==> src/rtl/dmem_arbiter.sv <==
// dmem_arbiter: round-robin arbiter sharing one synchronous data-memory port
// between the core load/store path (M0) and the host loader/debug path (M1).
// Ownership is registered; a grant is the owner's request qualified by reset.
// A burst counter forces a handover once the owner has used BURST_MAX grants
// while the other side is waiting.
module dmem_arbiter #(
  parameter int DW        = 32,
  parameter int AW        = 32,
  parameter int BURST_MAX = 4
) (
  input  logic          clk,
  input  logic          rst,
  input  logic          m0_req,
  input  logic          m0_we,
  input  logic [AW-1:0] m0_addr,
  input  logic [DW-1:0] m0_wdata,
  output logic          m0_gnt,
  output logic          m0_rvalid,
  output logic [DW-1:0] m0_rdata,
  input  logic          m1_req,
  input  logic          m1_we,
  input  logic [AW-1:0] m1_addr,
  input  logic [DW-1:0] m1_wdata,
  output logic          m1_gnt,
  output logic          m1_rvalid,
  output logic [DW-1:0] m1_rdata,
  output logic          mem_en,
  output logic          mem_we,
  output logic [AW-1:0] mem_addr,
  output logic [DW-1:0] mem_wdata,
  input  logic [DW-1:0] mem_rdata,
  output logic [1:0]    owner
);

  typedef enum logic [1:0] {
    IDLE = 2'b00,
    OWN0 = 2'b01,
    OWN1 = 2'b10
  } state_t;

  // Counter must hold 0..BURST_MAX-1; keep at least one bit for BURST_MAX=1.
  localparam int CW = (BURST_MAX > 1) ? $clog2(BURST_MAX) : 1;
  localparam logic [CW-1:0] CNT_LAST = CW'(BURST_MAX - 1);

  state_t        state;
  logic          last;   // 0: M0 owned last, 1: M1 owned last
  logic [CW-1:0] cnt;
  logic          rv0;
  logic          rv1;

  // Grants are gated by rst so nothing reaches the memory in a reset cycle.
  assign m0_gnt = (state == OWN0) & m0_req & ~rst;
  assign m1_gnt = (state == OWN1) & m1_req & ~rst;

  assign mem_en    = m0_gnt | m1_gnt;
  assign mem_we    = (m0_gnt & m0_we) | (m1_gnt & m1_we);
  assign mem_addr  = m0_gnt ? m0_addr  : (m1_gnt ? m1_addr  : '0);
  assign mem_wdata = m0_gnt ? m0_wdata : (m1_gnt ? m1_wdata : '0);

  // Read data is shared; rvalid marks which requester it belongs to.
  // A response still in flight when reset arrives is suppressed.
  assign m0_rdata  = mem_rdata;
  assign m1_rdata  = mem_rdata;
  assign m0_rvalid = rv0 & ~rst;
  assign m1_rvalid = rv1 & ~rst;
  assign owner     = state;

  // Ownership FSM, burst counter, fairness bit and read-response flags.
  always_ff @(posedge clk) begin
    if (rst) begin
      state <= IDLE;
      last  <= 1'b1;
      cnt   <= '0;
      rv0   <= 1'b0;
      rv1   <= 1'b0;
    end else begin
      rv0 <= m0_gnt & ~m0_we;
      rv1 <= m1_gnt & ~m1_we;
      unique case (state)
        IDLE: begin
          cnt <= '0;
          if (m0_req && m1_req) state <= last ? OWN0 : OWN1;
          else if (m0_req)      state <= OWN0;
          else if (m1_req)      state <= OWN1;
        end
        OWN0: begin
          if (m0_req) begin
            if (cnt == CNT_LAST && m1_req) begin
              state <= OWN1;
              cnt   <= '0;
              last  <= 1'b0;
            end else if (cnt != CNT_LAST) begin
              cnt <= cnt + CW'(1);
            end
          end else begin
            state <= m1_req ? OWN1 : IDLE;
            cnt   <= '0;
            last  <= 1'b0;
          end
        end
        OWN1: begin
          if (m1_req) begin
            if (cnt == CNT_LAST && m0_req) begin
              state <= OWN0;
              cnt   <= '0;
              last  <= 1'b1;
            end else if (cnt != CNT_LAST) begin
              cnt <= cnt + CW'(1);
            end
          end else begin
            state <= m0_req ? OWN0 : IDLE;
            cnt   <= '0;
            last  <= 1'b1;
          end
        end
        default: begin
          state <= IDLE;
          cnt   <= '0;
        end
      endcase
    end
  end

endmodule

==> config.mk <==
export PLATFORM = sky130hd
export DESIGN_NAME = dmem_arbiter
export DESIGN_NICKNAME = d
export VERILOG_FILES = /design/src/rtl/dmem_arbiter.sv
export SDC_FILE = /design/constraint.sdc
export NUM_CORES = 1
export LEC_CHECK = 0
export ABC_CLOCK_PERIOD_IN_PS = 3100
export CAP_MARGIN = 30
export CORE_AREA = 2 2 118 120
export DETAILED_ROUTE_END_ITERATION = 8
export DIE_AREA = 0 0 120 122
export PLACE_DENSITY_LB_ADDON = 0.25
export SYNTH_ARGS = -nofsm -noshare
export SYNTH_HDL_FRONTEND = slang
export SYNTH_SLANG_ARGS = --single-unit
==> constraint.sdc <==
create_clock -name clk -period 3.1 [get_ports clk]
set_clock_uncertainty 0.1 [all_clocks]
set_input_delay 0.775 -clock clk [delete_from_list [all_inputs] [get_ports clk]]
set_output_delay 0.775 -clock clk [all_outputs]
set_load 0.02 [all_outputs]
==> results of run 1 <==
==> synthesized netlist by cell type <==
cell      count  area [µm²]
ha_1          4        50.1
a311o_2       1        11.3
inv_1         3        11.3
nor2b_1       3        18.8
buf_4        65         488
o22ai_1       1        6.26
nand3b_1      1        7.51
or2b_1        1        7.51
and2_1        1        6.26
nor3_1        3        15.0
clkbuf_1      3        11.3
or4_1         1        7.51
dfxtp_1       7         140
and3_1        1        6.26
nor2_1        5        18.8
buf_2        11        55.1
a22o_1       65         569
nand2b_1      1        6.26
and3_2        1        7.51
o221ai_2      1        15.0
a21oi_1       7        35.0
nand2_1       4        15.0
o21ai_0       1        5.00
or3b_2        1        8.76
o221a_2       1        11.3
==> kinds of logic after synthesis <==
logic type / after synthesis
AO/OA/AOI/OAI: 77
adder cells (fa/ha/maj): 4
buffers and inverters: 82
flip-flops: 7
AND/OR/NAND/NOR: 23
==> area by class of cell <==
cell class	count	area [µm²]	share of cell area, %
clock buffers	4	78.8	2.34
flip-flops and latches	7	140	4.16
multi-input cells	104	843	25.1
inverters	3	11.3	0.335
well taps	180	225	6.69
repair buffers	224	2070	61.4
==> worst paths after layout <==
kind	from	to	cells past startpoint
setup / recovery	m1_req	mem_addr[2]	7
setup reg to reg	owner[0]	owner[0]	7
hold reg to reg	cnt[1]	cnt[0]	2
hold / removal	cnt[1]	cnt[0]	2
==> worst reg2reg max path, delay by kind of cell (launching register included) <==
| kind | cells | cell delay [ns] |
|---|---|---|
| simple gates | 2 | 0.62 |
| fa+ha+maj | 1 | 0.25 |
| buf+inv | 2 | 0.23 |
| flops | 1 | 0.39 |
| compound gates | 2 | 0.27 |
==> where the power goes <==
group / switching, mW / internal (mW)
logic: 0.366 / 0.434
clock network: 0.0488 / 0.171
registers: 0.0185 / 0.110
total: 0.433 / 0.715
==> state kept, by name, summed over array words and instances (netlist names) <==
register  flops
rv1           1
owner         2
cnt           2
last          1
rv0           1
==> metrics by stage <==
stage	total power, mW	setup WS [ns]	hold slack [ns]
2_1_floorplan	0.626	0.232	0.339
3_5_place_dp	0.951	-0.466	0.368
5_1_grt	1.22	0.124	0.396
3_3_place_gp	0.953	-0.459	0.354
4_1_cts	1.18	0.00799	0.370
6_report	1.15	0.193	0.367
==> cell usage in the layout (no fill, tap or decap), types with 6 or more instances in the layout <==
cell type	n
clkdlybuf4s15_2	6
a22o_1	65
buf_2	44
dlygate4sd2_1	6
clkbuf_2	7
dfxtp_1	7
a21oi_1	7
buf_4	16
clkdlybuf4s50_1	132
==> repair_timing <==
item | in CTS | in global routing
hold buffers | 0 | 0
resized for setup | 219 | 43
pin swaps | 4 | 2
setup buffers | 2 | 2
gates cloned | 3 | 1
setup endpoints to repair | 68 | 50
==> metal layers <==
metal / up-vias / routed length [µm] / GRT usage (%) / share of wire [%]
met5: - / 13 / 0 / 0.15
met4: 2 / 44 / 1.10 / 0.52
met3: 10 / 960 / 3.79 / 11
met2: 149 / 4230 / 17.7 / 50
met1: 941 / 3210 / 11.0 / 38
li1: 959 / - / - / -
==> results.cfg, run 1 <==
[run_status]
status = finished, final reports clean

[synth]
ys_seq_area_share_pct = 9.14
synth.avg_cell_area_um2 = 7.95
synth_top_family_by_area = compound AO/OA/AOI/OAI gates
synth-seq-cells = 7
yosys-mux-area-fraction_pct = 0
synth-xor-area-share_pct = 0
synth.net_count = 363
synth-simple-area-share_pct = 8.16
synth_compound_gate_area_share_pct = 42.6
syn_area_um2 = 1530
netlist_instances = 193
ys_types = 25
synthAdderAreaFrac_pct = 3.26
ys_warn_count = 0

[placement]
place_congestion = 0.744
dpl-instance-area_um2 = 3400
io_buffers = 205
dp_hpwl_mm = 6.43
dp.cells = 510

[pwr]
p_per_area_nw_per_um2 = 341
peakVddDrop_mv = 0.326
p_leak_nw = 1.49

[global_route]
grt_pass1_vias = 1875
grt_pass1_wl_mm = 11.2
grt_max_degree = 35
antenna_found_initial = 1
grt_overflow = 0
grt_usage_pct = 9.72

[detailed_routing]
first_iter_violations = 60
drc_errors = 0
drtPass1Iterations = 4
routed_wl_mm = 8.46
antenna_left = 0
via_per_inst = 3.95
post_drt_wl_per_cell_um = 16.2
routed-via-count = 2061

[sta]
min_period_over_period_pct = 93.8
fmax_mhz = 344
tns_ns = 0
rsz0062_at_grt = no
maxSlewViolCount = 0
tightestPinTransition_ns = 0.240
slew_headroom_pct = 84.0
finalHoldViolations = 0
setup_viol_count_final = 0
fin_crit_ns = 2.91

[worst_setup_path]
crit_chain = dlygate4sd2_1, nand2_1, nor2_2, and2_4, buf_12, a22o_1, clkdlybuf4s15_2
cp_data_required_time_ns = 2.22
cp.arrival_ns = 2.03
cpMaxStageDelayCell = clkdlybuf4s15_2
r2r_slack_ns = 1.16
cp_num_buf_inv = 3
slowest_delay_ns = 0.25
crit_type = in2out
cp_top_family = buffers and inverters
crit_path_max_fanout = 26
start_kind = input port
end_kind = output port

[cells_and_area]
drive_gt1_share_pct = 27.8
instances_no_fill = 522
area_delta_synth_final_pct = 119
num-fill-cells = 1515
final_nets = 513
postLayoutCoreUtil_pct = 24.9
antennaDiodeCount = 0
design_area_um2 = 3370

[clocking]
cts_buffers = 3
cts_max_path_buffers = 2
h-tree-depth = 1
root_buffer = clkbuf_16
clkLatencyLatePin_ns = 0.23
cts.sinks = 7
cts_tree = built
clk_pin_slew_worst_paths_ns = 0.04

[floorplan]
fp.dieH_um = 122
core.rowCount = 43
die_w_um = 120
core_um2 = 13500
die_area_um2 = 14600
initial_core_util_pct = 11.4
pin_count = 302

[flow_run]
drv_cap = 0

[min_path]
hp-class = reg2reg
No activity file was read; power rests on OpenSTA's default activity.
==> inputs of run 2 (changes only) <==
--- a/config.mk
+++ b/config.mk
@@ -5,11 +5,12 @@
 export SDC_FILE = /design/constraint.sdc
 export NUM_CORES = 1
 export LEC_CHECK = 0
-export ABC_CLOCK_PERIOD_IN_PS = 3100
+export ABC_CLOCK_PERIOD_IN_PS = 3700
 export CAP_MARGIN = 30
 export CORE_AREA = 2 2 118 120
 export DETAILED_ROUTE_END_ITERATION = 8
 export DIE_AREA = 0 0 120 122
+export GPL_ROUTABILITY_DRIVEN = 0
 export PLACE_DENSITY_LB_ADDON = 0.25
 export SYNTH_ARGS = -nofsm -noshare
 export SYNTH_HDL_FRONTEND = slang
==> constraint.sdc (replaced) <==
create_clock -name clk -period 3.7 [get_ports clk]
set_clock_uncertainty 0.1 [all_clocks]
set_input_delay 0.925 -clock clk [delete_from_list [all_inputs] [get_ports clk]]
set_output_delay 0.925 -clock clk [all_outputs]
set_load 0.02 [all_outputs]
==> run 2 against run 1 <==
Routed wire length decreased by 5.7%. Final cell count fell by 1.3%. Die area did not move. Count of clock-buffer cells in the layout unchanged. Worst hold slack improved by 0.0063 ns. First-iteration DRC count fell by 22%. Sequential share of layout area fell by 0.10 points. Utilization is 0.62 points higher. Largest cell class unchanged. Largest power group unchanged.
==> results.cfg, run 2 (synthesized netlist as in run 1, its figures left out) <==
[run_status]
status = finished, final reports clean

[pwr]
seq_power_share_pct = 11.5
p_per_area_nw_per_um2 = 274
p_leak_nw = 1.50
pwr-share-comb_pct = 69.0
finalPower_mw = 0.944
internal_power_mw = 0.592
netSwitchingFraction_pct = 37.3
peakVddDrop_mv = 0.273
switching_power_mw = 0.352
pwr-share-clk_pct = 19.6

[clocking]
cts_buffers = 3
cts_tree = built
clkLatencyLatePin_ns = 0.23
cts.sinks = 7
cts_max_path_buffers = 2
clk_pin_slew_worst_paths_ns = 0.04
postCtsHoldBufs = 0
root_buffer = clkbuf_16
h-tree-depth = 1

[detailed_routing]
antenna_left = 0
routed-via-count = 2022
drc_errors = 0
routed_wl_mm = 7.98
post_drt_wl_per_cell_um = 15.5
first_iter_violations = 47
drtPass1Iterations = 4
via_per_inst = 3.93

[placement]
dp.cells = 510
dp_hpwl_mm = 6.45
io_buffers = 205
dp_slack_ns = -0.175
dpl-instance-area_um2 = 3400

[cells_and_area]
design_area_um2 = 3450
drive_gt1_share_pct = 6.87
final_nets = 506
layout_common_cells = clkdlybuf4s50_1 (140), a22o_1 (65), dlygate4sd2_1 (47), clkdlybuf4s15_1 (17), buf_4 (8)
postLayoutCoreUtil_pct = 25.5
layout_commonest_cell = clkdlybuf4s50_1
area_delta_synth_final_pct = 125
antennaDiodeCount = 0
instances_no_fill = 515

[sta]
fin_crit_ns = 3.62
slew_headroom_pct = 83.9
maxSlewViolCount = 0
fin_ws_ns = 0.0839
setup_viol_count_final = 0
rsz0062_at_grt = no
finalHoldViolations = 0
tns_ns = 0
min_period_over_period_pct = 97.7
fmax_mhz = 277
worst_hold_slack_ns = 0.373
tightestPinTransition_ns = 0.241

[global_route]
grt_pass1_wl_mm = 10.9
grt_usage_pct = 9.52
antenna_found_initial = 2
grt_overflow = 0
grt_pass1_vias = 1919
grt_max_degree = 35

[worst_setup_path]
crit_type = in2out
cp_num_buf_inv = 3
cpMaxStageDelayCell = clkdlybuf4s50_1
cp.arrival_ns = 2.59
cp_data_required_time_ns = 2.67
crit_path_max_fanout = 19
slowest_delay_ns = 0.48
crit_chain = clkdlybuf4s50_1, nand2_1, nor2_1, and2_4, bufbuf_16, a22o_1, dlygate4sd2_1
end_kind = output port
start_kind = input port
cp_top_family = buffers and inverters

[floorplan]
die_w_um = 120
fp.dieH_um = 122
initial_core_util_pct = 11.4
core_um2 = 13500
core.rowCount = 43
die_area_um2 = 14600
pin_count = 302

[min_path]
hp-class = reg2reg

[flow_run]
drv_cap = 0
## run 2: cell count changes in the layout (fill, tap and decap cells not counted), sizes merged
cell,previous run,this run
buf,68,12
clkbuf,12,4
clkdlybuf4s15,7,17
clkdlybuf4s50,132,140
dlygate4sd2,6,47
dlymetal6s2s,2,0
## run 2: layer usage
metal / wire length [µm] / track usage (%)
met1: 3020 / 10.4
met2: 3960 / 17.9
met3: 914 / 3.60
met4: 48 / 1.10
met5: 31 / 0
## run 2: cell type report
cell class / instances / area, µm²
sequential: 7 / 140
tap: 180 / 225
clock buffer: 4 / 78.8
multi-input combinational: 104 / 838
timing repair buffer: 217 / 2160
fill: 1499 / 10100
inverter: 3 / 11.3
## run 2: repair_timing
action | in CTS | in global routing
endpoints found under the setup margin | 64 | 17
resized for setup | 65 | 17
cloned | 1 | 0
buffers inserted | 0 | 0
## run 2: path summary, 6_finish.rpt
kind / from / to / slack [ns] / cells past startpoint
max: m1_req / mem_addr[25] / 0.08 / 7
min: cnt[1] / cnt[0] / 0.37 / 2
max reg2reg: owner[1] / owner[0] / 1.71 / 7
min reg2reg: cnt[1] / cnt[0] / 0.37 / 2
## run 2: worst register-to-register path: stages, from the launching register on
cell and delay, ns:
dfxtp_1 0.39, inv_1 0.08, ha_1 0.19, nand2_1 0.16, buf_4 0.18, o221ai_2 0.14, or4_1 0.52, a21oi_1 0.15
## run 2: power groups by stage
stage / registers (mW) / clock network [mW] / logic [mW]
2_1_floorplan: 0.116 / 0 / 0.408
3_3_place_gp: 0.109 / 0 / 0.690
3_5_place_dp: 0.109 / 0 / 0.689
4_1_cts: 0.108 / 0.188 / 0.653
5_1_grt: 0.111 / 0.194 / 0.697
6_report: 0.108 / 0.185 / 0.651
==> inputs of run 3 (changes only) <==
--- a/config.mk
+++ b/config.mk
@@ -12,6 +12,7 @@
 export DIE_AREA = 0 0 120 122
 export GPL_ROUTABILITY_DRIVEN = 0
 export PLACE_DENSITY_LB_ADDON = 0.25
+export SLEW_MARGIN = 10
 export SYNTH_ARGS = -nofsm -noshare
 export SYNTH_HDL_FRONTEND = slang
 export SYNTH_SLANG_ARGS = --single-unit
==> results of run 3 <==
Final layout, timing and power as in run 2 (identical DEF).
